$ cat config.mk
export PLATFORM = sky130hd
export DESIGN_NAME = obi_core_arbiter_flat
export DESIGN_NICKNAME = d
export VERILOG_FILES = /design/src/rtl/cei_mochila_pkg.sv /design/src/rtl/obi_pkg.sv /design/src/rtl/obi_core_arbiter_if.sv /design/src/rtl/obi_id_fifo.sv /design/src/rtl/obi_core_arbiter.sv /design/src/flat_wrapper.sv
export SDC_FILE = /design/constraint.sdc
export NUM_CORES = 1
export LEC_CHECK = 0
export CORE_AREA = 4 4 163 165
export CTS_BUF_LIST = sky130_fd_sc_hd__clkbuf_8
export CTS_CLUSTER_DIAMETER = 40
export DETAILED_ROUTE_END_ITERATION = 8
export DIE_AREA = 0 0 167 169
export GPL_ROUTABILITY_DRIVEN = 0
export HOLD_SLACK_MARGIN = 0.12
export PLACE_DENSITY_LB_ADDON = 0.05
export SLEW_MARGIN = 20
export SYNTH_ARGS = -nofsm -noshare
export SYNTH_HDL_FRONTEND = slang
export SYNTH_HIERARCHICAL = 1
export SYNTH_SLANG_ARGS = --single-unit
export TNS_END_PERCENT = 20
$ cat constraint.sdc
create_clock -name clk_i -period 3.3 [get_ports clk_i]
set_input_delay 0.495 -clock clk_i [delete_from_list [all_inputs] [get_ports clk_i]]
set_output_delay 0.495 -clock clk_i [all_outputs]
set_load 0.02 [all_outputs]
$ cat src/rtl/cei_mochila_pkg.sv
// cei_mochila_pkg: system-level defaults and arbiter state encoding
package cei_mochila_pkg;
  localparam int ARB_MAX_OUTSTANDING = 2;
  typedef enum logic {
    ARB_IDLE = 1'b0,
    ARB_HOLD = 1'b1
  } arb_state_e;
endpackage

$ cat src/rtl/obi_pkg.sv
// obi_pkg: OBI request/response bundles shared by harts and the system bus
package obi_pkg;
  typedef struct packed {
    logic        req;
    logic [31:0] addr;
    logic        we;
    logic [3:0]  be;
    logic [31:0] wdata;
  } obi_req_t;
  typedef struct packed {
    logic        gnt;
    logic        rvalid;
    logic [31:0] rdata;
  } obi_resp_t;
endpackage

$ cat src/rtl/obi_core_arbiter_if.sv
// obi_core_arbiter_if: per-hart request/response vectors plus the merged bus port
import obi_pkg::*;
interface obi_core_arbiter_if #(
  parameter int NHARTS = 3
);
  obi_req_t  [NHARTS-1:0] core_req_i;
  obi_resp_t [NHARTS-1:0] core_resp_o;
  obi_req_t               bus_req_o;
  obi_resp_t              bus_resp_i;
  modport slave (input core_req_i, bus_resp_i, output core_resp_o, bus_req_o);
  modport master (output core_req_i, bus_resp_i, input core_resp_o, bus_req_o);
endinterface

$ cat src/rtl/obi_id_fifo.sv
// obi_id_fifo: in-order queue of granted hart indices awaiting rvalid
module obi_id_fifo #(
  parameter int W     = 2,
  parameter int DEPTH = 2
) (
  input  logic                       clk_i,
  input  logic                       rst_i,
  input  logic                       push_i,
  input  logic [W-1:0]               data_i,
  input  logic                       pop_i,
  output logic [W-1:0]               data_o,
  output logic                       full_o,
  output logic                       empty_o,
  output logic [$clog2(DEPTH+1)-1:0] count_o
);
  localparam int PW = DEPTH > 1 ? $clog2(DEPTH) : 1;
  localparam int CW = $clog2(DEPTH+1);
  logic [W-1:0]  mem_q [DEPTH];
  logic [PW-1:0] wr_q, wr_d, rd_q, rd_d;
  logic [CW-1:0] cnt_q, cnt_d;
  logic          do_push, do_pop;
  assign full_o  = cnt_q == CW'(DEPTH);
  assign empty_o = cnt_q == '0;
  assign count_o = cnt_q;
  assign data_o  = mem_q[rd_q];
  assign do_push = push_i & (~full_o | pop_i);
  assign do_pop  = pop_i & ~empty_o;
  // pointer wrap and occupancy bookkeeping
  always_comb begin
    wr_d  = do_push ? (wr_q == PW'(DEPTH-1) ? '0 : wr_q + PW'(1)) : wr_q;
    rd_d  = do_pop ? (rd_q == PW'(DEPTH-1) ? '0 : rd_q + PW'(1)) : rd_q;
    cnt_d = cnt_q + CW'(do_push) - CW'(do_pop);
  end
  // storage needs no reset: entries are only read while counted valid
  always_ff @(posedge clk_i) begin
    if (do_push) mem_q[wr_q] <= data_i;
  end
  // pointers and count clear asynchronously so in-flight IDs are forgotten
  always_ff @(posedge clk_i or posedge rst_i) begin
    if (rst_i) begin
      wr_q  <= '0;
      rd_q  <= '0;
      cnt_q <= '0;
    end else begin
      wr_q  <= wr_d;
      rd_q  <= rd_d;
      cnt_q <= cnt_d;
    end
  end
endmodule

$ cat src/rtl/obi_core_arbiter.sv
// obi_core_arbiter: round-robin merge of hart OBI ports with in-order response routing
module obi_core_arbiter
  import obi_pkg::*;
  import cei_mochila_pkg::*;
#(
  parameter int NHARTS          = 3,
  parameter int MAX_OUTSTANDING = ARB_MAX_OUTSTANDING
) (
  input  logic                                 clk_i,
  input  logic                                 rst_i,
  obi_core_arbiter_if.slave                    bus,
  output logic [$clog2(MAX_OUTSTANDING+1)-1:0] outstanding_o,
  output logic                                 protocol_err_o
);
  localparam int IW = NHARTS > 1 ? $clog2(NHARTS) : 1;
  arb_state_e      state_q, state_d;
  logic [IW-1:0]   latched_q, latched_d, rr_q, rr_d;
  logic [IW-1:0]   winner, sel, head;
  logic            err_q, any_req, active, push, pop, full, empty;
  logic [NHARTS-1:0] req_vec;
  int              idx;
  obi_req_t        fwd;
  // first requesting hart at or after rr_q, scanning backwards so the nearest wins
  always_comb begin
    winner = rr_q;
    idx    = 0;
    for (int k = 0; k < NHARTS; k++) req_vec[k] = bus.core_req_i[k].req;
    for (int k = NHARTS-1; k >= 0; k--) begin
      idx = (int'(rr_q) + k) % NHARTS;
      if (req_vec[idx]) winner = IW'(idx);
    end
  end
  assign any_req = |req_vec;
  assign sel     = state_q == ARB_HOLD ? latched_q : winner;
  assign active  = state_q == ARB_HOLD | (any_req & ~full);
  assign push    = active & bus.bus_resp_i.gnt;
  assign pop     = bus.bus_resp_i.rvalid & ~empty;
  // forward the selected hart; a held request stays pinned for address stability
  always_comb begin
    fwd           = bus.core_req_i[sel];
    fwd.req       = 1'b1;
    bus.bus_req_o = active ? fwd : '0;
  end
  // gnt to the selected hart only, rvalid to the FIFO head only, rdata broadcast
  always_comb begin
    for (int i = 0; i < NHARTS; i++) begin
      bus.core_resp_o[i].gnt    = push & (sel == IW'(i));
      bus.core_resp_o[i].rvalid = pop & (head == IW'(i));
      bus.core_resp_o[i].rdata  = bus.bus_resp_i.rdata;
    end
  end
  // IDLE/HOLD transitions, winner latch and round-robin pointer advance
  always_comb begin
    state_d   = state_q == ARB_IDLE ? (active & ~bus.bus_resp_i.gnt ? ARB_HOLD : ARB_IDLE)
                                    : (bus.bus_resp_i.gnt ? ARB_IDLE : ARB_HOLD);
    latched_d = state_q == ARB_IDLE & active & ~bus.bus_resp_i.gnt ? winner : latched_q;
    rr_d      = push ? (sel == IW'(NHARTS-1) ? '0 : sel + IW'(1)) : rr_q;
  end
  // arbitration state and sticky protocol error
  always_ff @(posedge clk_i or posedge rst_i) begin
    if (rst_i) begin
      state_q   <= ARB_IDLE;
      latched_q <= '0;
      rr_q      <= '0;
      err_q     <= 1'b0;
    end else begin
      state_q   <= state_d;
      latched_q <= latched_d;
      rr_q      <= rr_d;
      err_q     <= err_q | (bus.bus_resp_i.rvalid & empty);
    end
  end
  assign protocol_err_o = err_q;
  obi_id_fifo #(
    .W    (IW),
    .DEPTH(MAX_OUTSTANDING)
  ) u_id_fifo (
    .clk_i  (clk_i),
    .rst_i  (rst_i),
    .push_i (push),
    .data_i (sel),
    .pop_i  (pop),
    .data_o (head),
    .full_o (full),
    .empty_o(empty),
    .count_o(outstanding_o)
  );
endmodule

$ cat src/flat_wrapper.sv
// flat-port wrapper written by rule: the top's interface ports become plain ports
module obi_core_arbiter_flat import obi_pkg::*; import cei_mochila_pkg::*;
#(
  parameter int NHARTS          = 3,
  parameter int MAX_OUTSTANDING = ARB_MAX_OUTSTANDING
)
  (clk_i, rst_i, outstanding_o, protocol_err_o, bus_core_req_i, bus_bus_resp_i, bus_core_resp_o, bus_bus_req_o);
  obi_core_arbiter_if #(.NHARTS(NHARTS)) bus_i ();
  input  logic clk_i;
  input  logic rst_i;
  output logic [$clog2(MAX_OUTSTANDING+1)-1:0] outstanding_o;
  output logic protocol_err_o;
  input wire logic [$bits(bus_i.core_req_i)-1:0] bus_core_req_i;
  input wire logic [$bits(bus_i.bus_resp_i)-1:0] bus_bus_resp_i;
  output wire logic [$bits(bus_i.core_resp_o)-1:0] bus_core_resp_o;
  output wire logic [$bits(bus_i.bus_req_o)-1:0] bus_bus_req_o;
  assign bus_i.core_req_i = bus_core_req_i;
  assign bus_i.bus_resp_i = bus_bus_resp_i;
  assign bus_core_resp_o = bus_i.core_resp_o;
  assign bus_bus_req_o = bus_i.bus_req_o;
  obi_core_arbiter #(.NHARTS(NHARTS), .MAX_OUTSTANDING(MAX_OUTSTANDING)) u_core (.clk_i(clk_i), .rst_i(rst_i), .bus(bus_i), .outstanding_o(outstanding_o), .protocol_err_o(protocol_err_o));
endmodule
## After elaboration in Yosys (flattened, before gate mapping)

Memory sizes are Yosys's and may differ from the RTL's.
Index checks and enable logic that the tools add are counted.

- Equality and inequality tests: 5
- Muxes and demuxes: 24
- Reduce and logical (&&, ||, !) cells: 4
- Div/mod/pow operators: 3
- Bitwise gates (word level): 22
- Multipliers: 0
- Shift operators: 0
- Magnitude comparators: 4
- Add/sub/neg operators: 7

Operator list:

| cell | number |
|---|---|
| binary-select mux 70 bit (select 2 bit) | 1 |
| < comparator 32 x 4 -> 1 bit (second input constant) | 3 |
| 2-to-1 mux 70 bit | 1 |
| 2-to-1 mux 69 bit | 1 |
| modulo 32 x 3 -> 32 bit (second input constant) | 2 |
| modulo 3 x 3 -> 32 bit (second input constant) | 1 |
| AND 1 bit | 15 |
| 2-to-1 mux 1 bit | 13 |
| 2-to-1 mux 2 bit | 5 |
| binary-select mux 1 bit (select 2 bit) | 3 |
| == test 2 bit (second input constant) | 3 |
| logical NOT 2 bit | 3 |
| == test 2 x 1 -> 1 bit (second input constant) | 2 |
| inverter 1 bit | 4 |
| adder 2 x 1 -> 3 bit (second input constant) | 1 |
| adder 2 x 2 -> 3 bit (second input constant) | 1 |
| < comparator 2 x 3 -> 1 bit (second input constant) | 1 |
| OR 1 bit | 3 |
| OR reduction 3 bit | 1 |
| adder 1 bit (second input constant) | 2 |
| adder 2 x 1 -> 2 bit | 1 |
| adder 2 x 1 -> 2 bit (second input constant) | 1 |
| subtractor 2 x 1 -> 2 bit | 1 |

- ROM bits: 0
- Output and inout bits: 175
- Bits in writable memories: 4
- Memories kept: 1
- Flip-flop bits (word level): 10
- Logic and storage cells: 77
- Bits in latches: 0
- Bits of input ports: 246

Memory list:

| memory | depth | width | rd ports | clocked after Yosys merged registers in | write ports | RTL line | RTL |
|---|---|---|---|---|---|---|---|
| u_core.u_id_fifo.mem_q | 2 | 2 | 1 | 0 | 1 | obi_id_fifo.sv:18 | `logic [W-1:0] mem_q [DEPTH];` |

## Longest topological paths before layout

- Word-level depth: 12
- Gate-level depth with buffers: 12

## Cells and area by module

The synthesis kept the hierarchy.

Modules (own cells, without submodules):

| module | times used | area an instance (µm²) | cells an instance |
|---|---|---|---|
| obi_core_arbiter | 1 | 3719.8 | 575 |
| obi_id_fifo | 1 | 389.1 | 28 |

## Worst setup path after synthesis

Ideal clock, no wire load.

- Kind: register to output
- Start: register u_core.rr_q[0]
- End: output bus_bus_req_o[60]
- Slack: 0.425 ns
- Arrival: 2.380 ns
- Stages on the path, launching flop included: 12
- Required time: 2.805 ns
- Path through: dfrtp_1 -> inv_1 -> ha_1 -> buf_4 -> and2_1 -> o32ai_2 -> o2111a_2 -> buf_6 -> buf_4 -> o21a_1 -> o21ai_1 -> a21oi_1

- Cells in the longest elaborated chain, start to end: 12
- Elaborated cells on any way between the ends: 21
- Classes of those cells: add/sub (2); div (3); mux (16)

Ends and longest elaborated chain:

| element | RTL line | RTL |
|---|---|---|
| start, declared | obi_core_arbiter.sv:17 | `logic [IW-1:0] latched_q, latched_d, rr_q, rr_d;` |
| start signal, assigned | obi_core_arbiter.sv:69 | `rr_q <= rr_d;` |
| adder 2 x 2 -> 3 bit | obi_core_arbiter.sv:29 | `idx = (int'(rr_q) + k) % NHARTS;` |
| modulo 32 x 3 -> 32 bit | obi_core_arbiter.sv:29 |  |
| binary-select mux 1 bit (select 2 bit) | obi_core_arbiter.sv:30 | `if (req_vec[idx]) winner = IW'(idx);` |
| 2-to-1 mux 1 bit (implied by the code) (2 in series) | obi_core_arbiter.sv:30 |  |
| 2-to-1 mux 2 bit (2 in series) | obi_core_arbiter.sv:30 |  |
| 2-to-1 mux 2 bit * | obi_core_arbiter.sv:30 |  |
| 2-to-1 mux 2 bit * | obi_core_arbiter.sv:34 | `assign sel = state_q == ARB_HOLD ? latched_q : winner;` |
| binary-select mux 70 bit (select 2 bit) * | obi_core_arbiter.sv:40 | `fwd = bus.core_req_i[sel];` |
| 2-to-1 mux 69 bit (implied by the code) * | obi_core_arbiter.sv:40 |  |
| 2-to-1 mux 70 bit * | obi_core_arbiter.sv:42 | `bus.bus_req_o = active ? fwd : '0;` |
| end, declared | flat_wrapper.sv:16 | `output wire logic [$bits(bus_i.bus_req_o)-1:0] bus_bus_req_o;` |

Every way passes the cells marked *; elsewhere a longest branch is shown, timed or not. The select of a mux whose other input is x is not followed.

## Final worst setup path

- Start: register u_core.rr_q[0]
- End: output bus_bus_req_o[28]

Same word-level chain as after synthesis.

==> results by group <==
Floorplan
  • Placeable Area: about 0.025 mm^2
  • Chip height: 169 um
  • Row cnt: 58
  • I/O pin count: 421
  • Chip width: 167 um
  • Die ar.: 0.0282 mm^2
  • Starting density of the core: 0.164

Clocking
  • Clock buffer depth: 2
  • Worst-Skew Late Latency: 0.24 ns
  • Root Buffer: clkbuf_8
  • CTS H-tree lvls: 1
  • CTS tree: built
  • CTS Hold Buffers Added: 0
  • Inserted Clock Buffers: 3
  • CTS sink count: 14
  • CTS clock-pin slew for the worst setup and hold paths: approximately 0.060 ns

Worst setup path
  • CP dominant cell by count: buf_12
  • CP Launch Type: flop
  • R2R depth: 12
  • Type of the worst setup path: flop to output pin
  • Worst Setup End Kind: output pin
  • Crit path required time: 2.80 ns
  • Critical path fanouts, max: 29
  • Critical Path AT: approximately 2.7 ns
  • RR Startpoint: u_core/rr_q[0]$_DFFE_PP0P_
  • Worst setup startpoint: u_core/rr_q[0]$_DFFE_PP0P_
  • Slowest CP cell: or3b_1
  • Critical Path, Cell by Cell: inv_2 > ha_4 > or3b_1 > o2111a_2 > buf_12 > nor2_4 > buf_12 > buf_16 > nand3_1 > a21oi_1 > clkdlybuf4s15_2
  • R2R setup slack: 0.88 ns
  • Slowest cell delay on critical path: 0.41 ns
  • Worst reg2reg endpoint: u_core/rr_q[1]$_DFFE_PP0P_

Hold path
  • Hold Path Class: flop to flop
  • Hold Path End: u_core/protocol_err_o$_DFF_PP0_
  • Hold depth: 1
  • Worst Hold Launch: u_core/protocol_err_o$_DFF_PP0_

Logic synthesis
  • Yosys top cell by area: buf_4
  • Synth top area cells: buf_4, nor3b_1, o21a_1
  • Synthesis-stage register bit count: 14
  • Average size of a mapped cell: 6.81 um^2
  • Post-Syn Area: 0.00411 mm^2
  • Netlist cell types: 43
  • Commonest cells in the netlist: buf_4, nor3b_1
  • Cell count after synthesis: 603
  • Most used DFF post-synth: dfrtp_1
  • Most frequent cell after synthesis: buf_4
  • Syn_nets: 854
  • Share of the synthesized area in the top cell type: 0.197
  • Sequential area share after synthesis: 0.0901
  • Ys async rst share: 0.714
  • Warnings from Yosys: 6
  • Number of flops mapped to enable cells by yosys: 4

Global route
  • Initial antenna violation count: 0
  • Tot GR Track Use: 0.136
  • First-pass GRT wire length: a little over 30 mm
  • Largest net degree at the start of global routing: 51
  • Number of global-route vias before repair: roughly 5,300
  • Total gr overflow: 0

Layout
  • Multi-input logic area: 0.00283 mm^2
  • Share of cells above drive strength 1: 0.227
  • Non-filler cells in the finished layout: 1,129
  • Design area: 0.00712 mm^2
  • Sequential cell area: 372 um^2
  • Filler Cell Count: 2,775
  • Final net count: 1,050
  • P&R area growth vs syn: 73.3%
  • Final Core Density: 0.284

Placed design
  • Placed insts: 1,115
  • Buffers on Ports: 292
  • Detail Placement HPWL: roughly 17 mm
  • Placed cell areas: 0.00691 mm^2

Detailed routing
  • Drt via density: 4.46
  • Post-route ant nets: 0
  • Detailed router's first-iteration violation count: 185
  • DR pass1 iterations: 6
  • DRC viols: 0
  • Vias: just over 5,000
  • WL per Instance: 19.1 um
  • Drt total wl: 21.6 mm

STA
  • Fin Hold WS: 0.454 ns
  • Fin crit period: between 3 and 4 ns
  • Pins Over Slew Limit: 0
  • Hold Violations, Final: 0
  • Max frequency: 310 MHz
  • Fin Clk Skew: 0.00402 ns
  • Final Cycle Share: 0.978
  • RSZ-0062 raised after global routing: yes
  • Final setup fails: 0
  • Slew HR: 0.740
  • Slew @ Worst Pin: 0.389 ns

Run status
  • Status: complete, no violations

Power and ir drop
  • Leakage power: 2.68 nW
  • Max VDD drop: about 0.41 mV
  • Power, Total: 7.17 mW
  • PwrDens: 1010 mW/mm^2

Job
  • Max_cap viols: 0
worst max-delay path by stage:
| stage | end | cells past startpoint |
|---|---|---|
| finish | bus_bus_req_o[28] | 11 |
| CTS | bus_bus_req_o[67] | 11 |
| detailed placement | bus_bus_req_o[45] | 9 |
| global route | bus_bus_req_o[0] | 13 |
| global placement | bus_bus_req_o[45] | 9 |
| floorplan | bus_bus_req_o[60] | 11 |
area by class of cell:
class                   instances  area share
diodes                          1    0.000351
flip-flops and latches         14      0.0522
clock buffers                   3     0.00580
repair buffers                349       0.477
well taps                     330      0.0580
clock inverters                 1    0.000527
inverters                      12     0.00808
multi-input cells             419       0.398
metrics by stage:
step	worst slack [ns]	setup TNS, ns
after floorplan	0.425	0
after global placement	-0.448	-24.63
after detailed placement	-0.472	-26.89
after CTS	-0.0395	-0.103
after global routing	-0.0729	-0.484
final	0.0737	0
cell families after synthesis:
kind of cell             share of synthesized area
AND/OR/NAND/NOR                              0.269
XOR/XNOR                                   0.00640
buffers and inverters                        0.269
AO/OA/AOI/OAI                                0.334
multiplexers                                0.0164
adder cells (fa/ha/maj)                     0.0152
flip-flops                                  0.0901
flip-flops by register name (all words and copies together) (netlist names):
register / cells
u_core/rr_q: 2
u_core/u_id_fifo/count_o: 2
u_core/latched_q: 2
u_core/u_id_fifo/mem_q: 4
u_core/state_q: 1
u_core/protocol_err_o: 1
u_core/u_id_fifo/wr_q: 1
u_core/u_id_fifo/rd_q: 1
placed cells by master, fill, tap and decap left out, types with 6 or more instances in the layout:
| cell type | netlist | final |
|---|---|---|
| o21ai_1 | 70 | 70 |
| buf_6 | 5 | 7 |
| clkbuf_2 | 0 | 10 |
| inv_1 | 10 | 8 |
| o21a_1 | 70 | 70 |
| a21oi_1 | 70 | 66 |
| clkdlybuf4s15_2 | 0 | 6 |
| nand3_1 | 70 | 70 |
| buf_2 | 20 | 39 |
| nand2_1 | 7 | 7 |
| nor3b_2 | 0 | 24 |
| nor2_1 | 8 | 6 |
| buf_4 | 108 | 46 |
| buf_12 | 0 | 13 |
| dfrtp_1 | 10 | 9 |
| nor3b_1 | 71 | 47 |
| clkdlybuf4s50_1 | 0 | 217 |
worst max-delay path: cells and delay by family, from the launching register on:
kind | cells | cell delay, ns
flops | 1 | 0.40
buf+inv | 5 | 0.84
compound gates | 2 | 0.34
fa+ha+maj | 1 | 0.24
simple gates | 3 | 0.61
repair_timing:
| item | CTS | global route |
|---|---|---|
| pin swaps | 2 | 1 |
| resized for setup | 193 | 117 |
| setup buffers | 3 | 2 |
| cloned | 0 | 4 |
| setup endpoints to repair | 72 | 71 |
layer usage:
metal	track usage	up-vias	routed length, um	part of all wire
met1	0.157	2331	8500	0.39
met3	0.0383	19	1590	0.074
met2	0.253	239	11200	0.52
met5	0	-	0	0
met4	0.0217	0	311	0.014
li1	-	2441	-	-
where the power goes:
part | total (mW) | switching, mW | internal, mW
logic | 6.69 | 3.75 | 2.94
clock network | 0.144 | 0.0618 | 0.0823
registers | 0.331 | 0.0715 | 0.260
Note: power is estimated with default switching activity, not from simulation.
==> RTL change 1, RTL diff (config.mk and constraints unchanged) <==
`ARB_MAX_OUTSTANDING`: 2 -> 4.
--- a/src/rtl/cei_mochila_pkg.sv
+++ b/src/rtl/cei_mochila_pkg.sv
@@ -1,6 +1,6 @@
 // cei_mochila_pkg: system-level defaults and arbiter state encoding
 package cei_mochila_pkg;
-  localparam int ARB_MAX_OUTSTANDING = 2;
+  localparam int ARB_MAX_OUTSTANDING = 4;
   typedef enum logic {
     ARB_IDLE = 1'b0,
     ARB_HOLD = 1'b1
Interface: changed (resized outstanding_o); port bits go from 421 to 422. The function was not compared with the original's and may differ.
==> RTL change 1 against the unedited design <==
  * The flow now finishes with violations (setup timing)
  * Setup slack got worse by 0.12 ns
  * Critical path depth did not move
  * Clock skew fell by 0.0015 ns
  * Sequential cell count rose by 7
  * Via count rose by 4.8%
  * Power rose by 12%
  * Cell count rose by 2.9%
  * Cell area rose by 11%
  * Synthesized area rose by 8.6%
  * Combinational power rose by 10%
  * Synthesized cell count rose by 3.6%
  * Routed wire length rose by 9.5%
  * Register-to-register slack got worse by 0.42 ns
  * Largest power group unchanged
==> RTL change 1: results (changes against the unedited design) <==
[metrics] sequential area share after synthesis: 0.127 (+0.0365)
[metrics] top cell type's share of synthesized area: 0.182 (-0.0157)
[metrics] setup skew after layout: 0.00254 ns (-0.00148 ns)
[metrics] first-pass GRT wire length: 33.1 mm (+6.8%)
[metrics] cell types occupying the most area after synthesis: sky130_fd_sc_hd__buf_4, sky130_fd_sc_hd__nor3b_1, sky130_fd_sc_hd__o21a_1
[metrics] detailed router's first-iteration violation count: 186 (+0.54%)
[metrics] largest net degree at the start of global routing: 65 (+27%)
[metrics] data arrival time of the worst path: 2.85 ns (+0.12 ns)
[metrics] setup slack of the critical path after layout: -0.0453 ns (-0.119 ns)
[metrics] number of search-and-repair iterations in the first detailed-routing pass: 4 (-2)
[metrics] number of cells in the design after placement: 1,130 (+1.3%)
[metrics] Least-Margin Pin Slew: 0.431 ns (+0.0413 ns)
[metrics] worst vdd rail ir drop: 0.403 mV (-2.9%)
[metrics] Synth cell types: 42 (-2.3%)
[metrics] HPWL after detailed placement: 17.8 mm (+6.3%)
[metrics] Net Count, Synth: 882 (+3.3%)
[metrics] Static Leak: 3.01 nW (+12%)
[metrics] detailed-route via count: 5,270 (+4.8%)
[metrics] layout cells sized above 1: 0.271 (+0.0446)
[metrics] sum of negative setup slack: -0.0453 ns (-0.0453 ns)
[metrics] Clk Latency, worst-skew pair: 0.26 ns (+0.02 ns)
[metrics] number of antenna violations at the first check in global routing: 2 (+2)
[metrics] Place WS: -0.480 ns (-0.00862 ns)
[metrics] vias per cell: 4.54 (+1.8%)
[metrics] result of the run: complete, but fails checks
[metrics] number of failing setup endpoints in the final timing report: 1 (+1)
[metrics] Mean Syn Cell Area: 7.14 um2 (+4.8%)
[metrics] aggregate global-route resource usage: 0.148 (+0.0120)
[metrics] number of flip-flops in the largest register: 8 (+4)
[metrics] violated checks: setup timing
==> RTL change 1: cell types whose count changed after synthesis, sizes merged, moves of 2 or more <==
cell    before  now
mux2         3    5
nand2b       5    3
ha           5   10
dfrtp       10   13
edfxtp       4    8
inv         12   19
and2         1    5
mux4         0    2
==> RTL change 1: cells by family after synthesis <==
group / synth area share
compound gates: 0.307
simple gates: 0.244
buf+inv: 0.254
flops: 0.127
fa+ha+maj: 0.0325
mux: 0.0319
xor+xnor: 0.00392
==> RTL change 1: repair_timing <==
action,CTS,global route
pin swaps,6,44
setup buffers,9,8
gates cloned,3,6
gates resized for setup,313,133
endpoints found under the setup margin,71,72
==> RTL change 1: worst max-delay path, cell delays in order, from the launching register on <==
cell                              delay (ns)
sky130_fd_sc_hd__dfrtp_1                0.40
sky130_fd_sc_hd__buf_6                  0.13
sky130_fd_sc_hd__ha_4                   0.18
sky130_fd_sc_hd__buf_6                  0.13
sky130_fd_sc_hd__or3b_1                 0.35
sky130_fd_sc_hd__o31ai_1                0.08
sky130_fd_sc_hd__a311o_1                0.24
sky130_fd_sc_hd__o21a_4                 0.24
sky130_fd_sc_hd__buf_8                  0.22
sky130_fd_sc_hd__o21ai_1                0.10
sky130_fd_sc_hd__a21oi_1                0.21
sky130_fd_sc_hd__clkdlybuf4s15_2        0.30
==> RTL change 1: layout make-up <==
| class | instances | area share |
|---|---|---|
| antenna | 3 | 0.000950 |
| clock buffer | 3 | 0.00522 |
| clock inverter | 1 | 0.000633 |
| inverter | 19 | 0.0106 |
| multi-input combinational | 428 | 0.394 |
| sequential | 21 | 0.0717 |
| tap | 330 | 0.0522 |
| timing repair buffer | 357 | 0.464 |
==> RTL change 1: final timing paths <==
path / to / slack, ns / cells past startpoint
max in group asynchronous: u_core/u_id_fifo/count_o[2] / 2.56 / 2
worst min-delay path: u_core/protocol_err_o / 0.47 / 1
worst max register to register: u_core/u_id_fifo/count_o[2] / 0.46 / 16
worst max-delay path: bus_bus_req_o[51] / -0.05 / 11
worst min register to register: u_core/protocol_err_o / 0.47 / 1
min in group asynchronous: u_core/protocol_err_o / 0.51 / 2
==> RTL change 1: layer usage <==
metal	vias to the layer above	global-route usage	part of all wire
met2	240	0.297	0.56
met5	-	0	0
met3	17	0.0350	0.063
li1	2539	-	-
met4	0	0.0185	0.0083
met1	2474	0.160	0.37
==> RTL change 1: where the power goes <==
part / internal, mW / switching (mW)
Combinational: 3.44 / 3.92
Clock: 0.0839 / 0.0795
Sequential: 0.395 / 0.0932
==> RTL change 2, RTL diff (same settings) <==
Made on the original files. Make the reset (`rst_i`) synchronous in 2 clocked blocks. Comments in the files are not updated.
--- a/src/rtl/obi_id_fifo.sv
+++ b/src/rtl/obi_id_fifo.sv
@@ -36,7 +36,7 @@
     if (do_push) mem_q[wr_q] <= data_i;
   end
   // pointers and count clear asynchronously so in-flight IDs are forgotten
-  always_ff @(posedge clk_i or posedge rst_i) begin
+  always_ff @(posedge clk_i) begin
     if (rst_i) begin
       wr_q  <= '0;
       rd_q  <= '0;
--- a/src/rtl/obi_core_arbiter.sv
+++ b/src/rtl/obi_core_arbiter.sv
@@ -57,7 +57,7 @@
     rr_d      = push ? (sel == IW'(NHARTS-1) ? '0 : sel + IW'(1)) : rr_q;
   end
   // arbitration state and sticky protocol error
-  always_ff @(posedge clk_i or posedge rst_i) begin
+  always_ff @(posedge clk_i) begin
     if (rst_i) begin
       state_q   <= ARB_IDLE;
       latched_q <= '0;
Check against the original RTL: differs if rst_i is asserted again (counterexample within 4 cycles, from zero or initial values and one cycle with rst_i high); with rst_i held inactive, the same outputs for 4 cycles.
==> RTL change 2 against the unedited design <==
  * The flow now finishes with violations (setup timing)
  * Fmax is 4.5% lower
  * Sequential cell count increased by 1
  * Cell area rose by 4.7%
  * Routed wire length grew 13%
  * Synthesized area increased by 5.3%
  * Cell count up 0.71%
  * Setup slack got worse by 0.15 ns
  * Utilization rose by 1.3 points
  * Power decreased by 28%
  * First-iteration DRC count up 65%
  * Critical endpoint is now bus_bus_req_o[47]
  * Largest power group unchanged
  * Highest routed layer unchanged
==> RTL change 2: results (changes against the unedited design) <==
[metrics] detailed-route via count: 5,607 (+11%)
[metrics] fraction of the mapped netlist area in compound gates: 0.380 (+0.0461)
[metrics] fill cell instance count of the final layout: 2,730 (-1.6%)
[metrics] result of the run: complete, but fails checks
[metrics] worst vdd rail ir drop: 0.379 mV (-8.6%)
[metrics] Least-Margin Pin Slew: 0.626 ns (+0.236 ns)
[metrics] first-pass GRT wire length: 34.1 mm (+10%)
[metrics] Critical Path Sink: bus_bus_req_o[47]
[metrics] Mean Syn Cell Area: 6.94 um2 (+1.8%)
[metrics] Place WS: -0.431 ns (+0.0407 ns)
[metrics] HPWL after detailed placement: 18.7 mm (+12%)
[metrics] setup slack of the most critical reg-to-reg path: 0.75 ns (-0.13 ns)
[metrics] most frequently used flop master after synthesis: sky130_fd_sc_hd__dfxtp_1
[metrics] violated checks: setup timing
[metrics] Critical R2R Capture: u_core/u_id_fifo/count_o[1]
[metrics] setup skew after layout: 0.00311 ns (-0.000905 ns)
[metrics] count of cells resized by post-cts repair: 250 (+30%)
[metrics] most used standard cells in the synthesized netlist: sky130_fd_sc_hd__buf_4, sky130_fd_sc_hd__nand2_1
[metrics] aggregate global-route resource usage: 0.151 (+0.0148)
[metrics] cells on worst reg2reg path: 15 (+3)
[metrics] share of async-settable or async-resettable flops after synthesis: 0 (-0.714)
[metrics] number of failing setup endpoints in the final timing report: 13 (+13)
[metrics] post-CTS setup-driven buffer insertion count: 0 (-3)
[metrics] Net Count, Synth: 875 (+2.5%)
[metrics] hold_sp: u_core/protocol_err_o
[metrics] post-synthesis xor/xnor area fraction: 0.00405 (-0.00235)
[metrics] number of cells in the design after placement: 1,122 (+0.63%)
[metrics] number of search-and-repair iterations in the first detailed-routing pass: 4 (-2)
[metrics] WHS Endpoint: u_core/protocol_err_o
[metrics] via count of the first global-routing pass: 5,802 (+10%)
[metrics] setup slack of the critical path after layout: -0.0787 ns (-0.152 ns)
[metrics] adder-cell area share of the yosys netlist: 0.0145 (-0.000770)
[metrics] share of cell area taken by muxes after synthesis: 0.0179 (+0.00148)
[metrics] sequential area share after synthesis: 0.0786 (-0.0115)
[metrics] Synth cell types: 49 (+14%)
[metrics] delay of the slowest cell on the worst path: 0.35 ns (-0.06 ns)
[metrics] layout cells sized above 1: 0.242 (+0.0148)
[metrics] critical-path cell with the highest stage delay: sky130_fd_sc_hd__dfxtp_2
[metrics] vias per cell: 4.93 (+11%)
[metrics] worst r2r src: u_core/u_id_fifo/count_o[0]
[metrics] sum of negative setup slack: -0.351 ns (-0.351 ns)
[RTL change 2: layout make-up]
| type | count | area, um2 | share of cell area |
|---|---|---|---|
| flip-flops and latches | 15 | 344 | 0.0461 |
| clock buffers | 3 | 41.3 | 0.00554 |
| clock inverters | 1 | 5.00 | 0.000671 |
| well taps | 330 | 413 | 0.0554 |
| inverters | 11 | 41.3 | 0.00554 |
| multi-input cells | 425 | 3210 | 0.431 |
| repair buffers | 352 | 3400 | 0.456 |
[RTL change 2: power breakdown]
part	switching (mW)	internal, mW
Sequential	0.0439	0.246
Combinational	2.65	2.08
Clock	0.0646	0.0835
Total	2.76	2.41
[RTL change 2: per-layer routing]
metal,track usage,vias to the layer above,share of wire
met5,0,-,0
met4,0.0238,0,0.016
met3,0.0378,30,0.064
met2,0.291,246,0.54
met1,0.168,2652,0.38
li1,-,2679,-
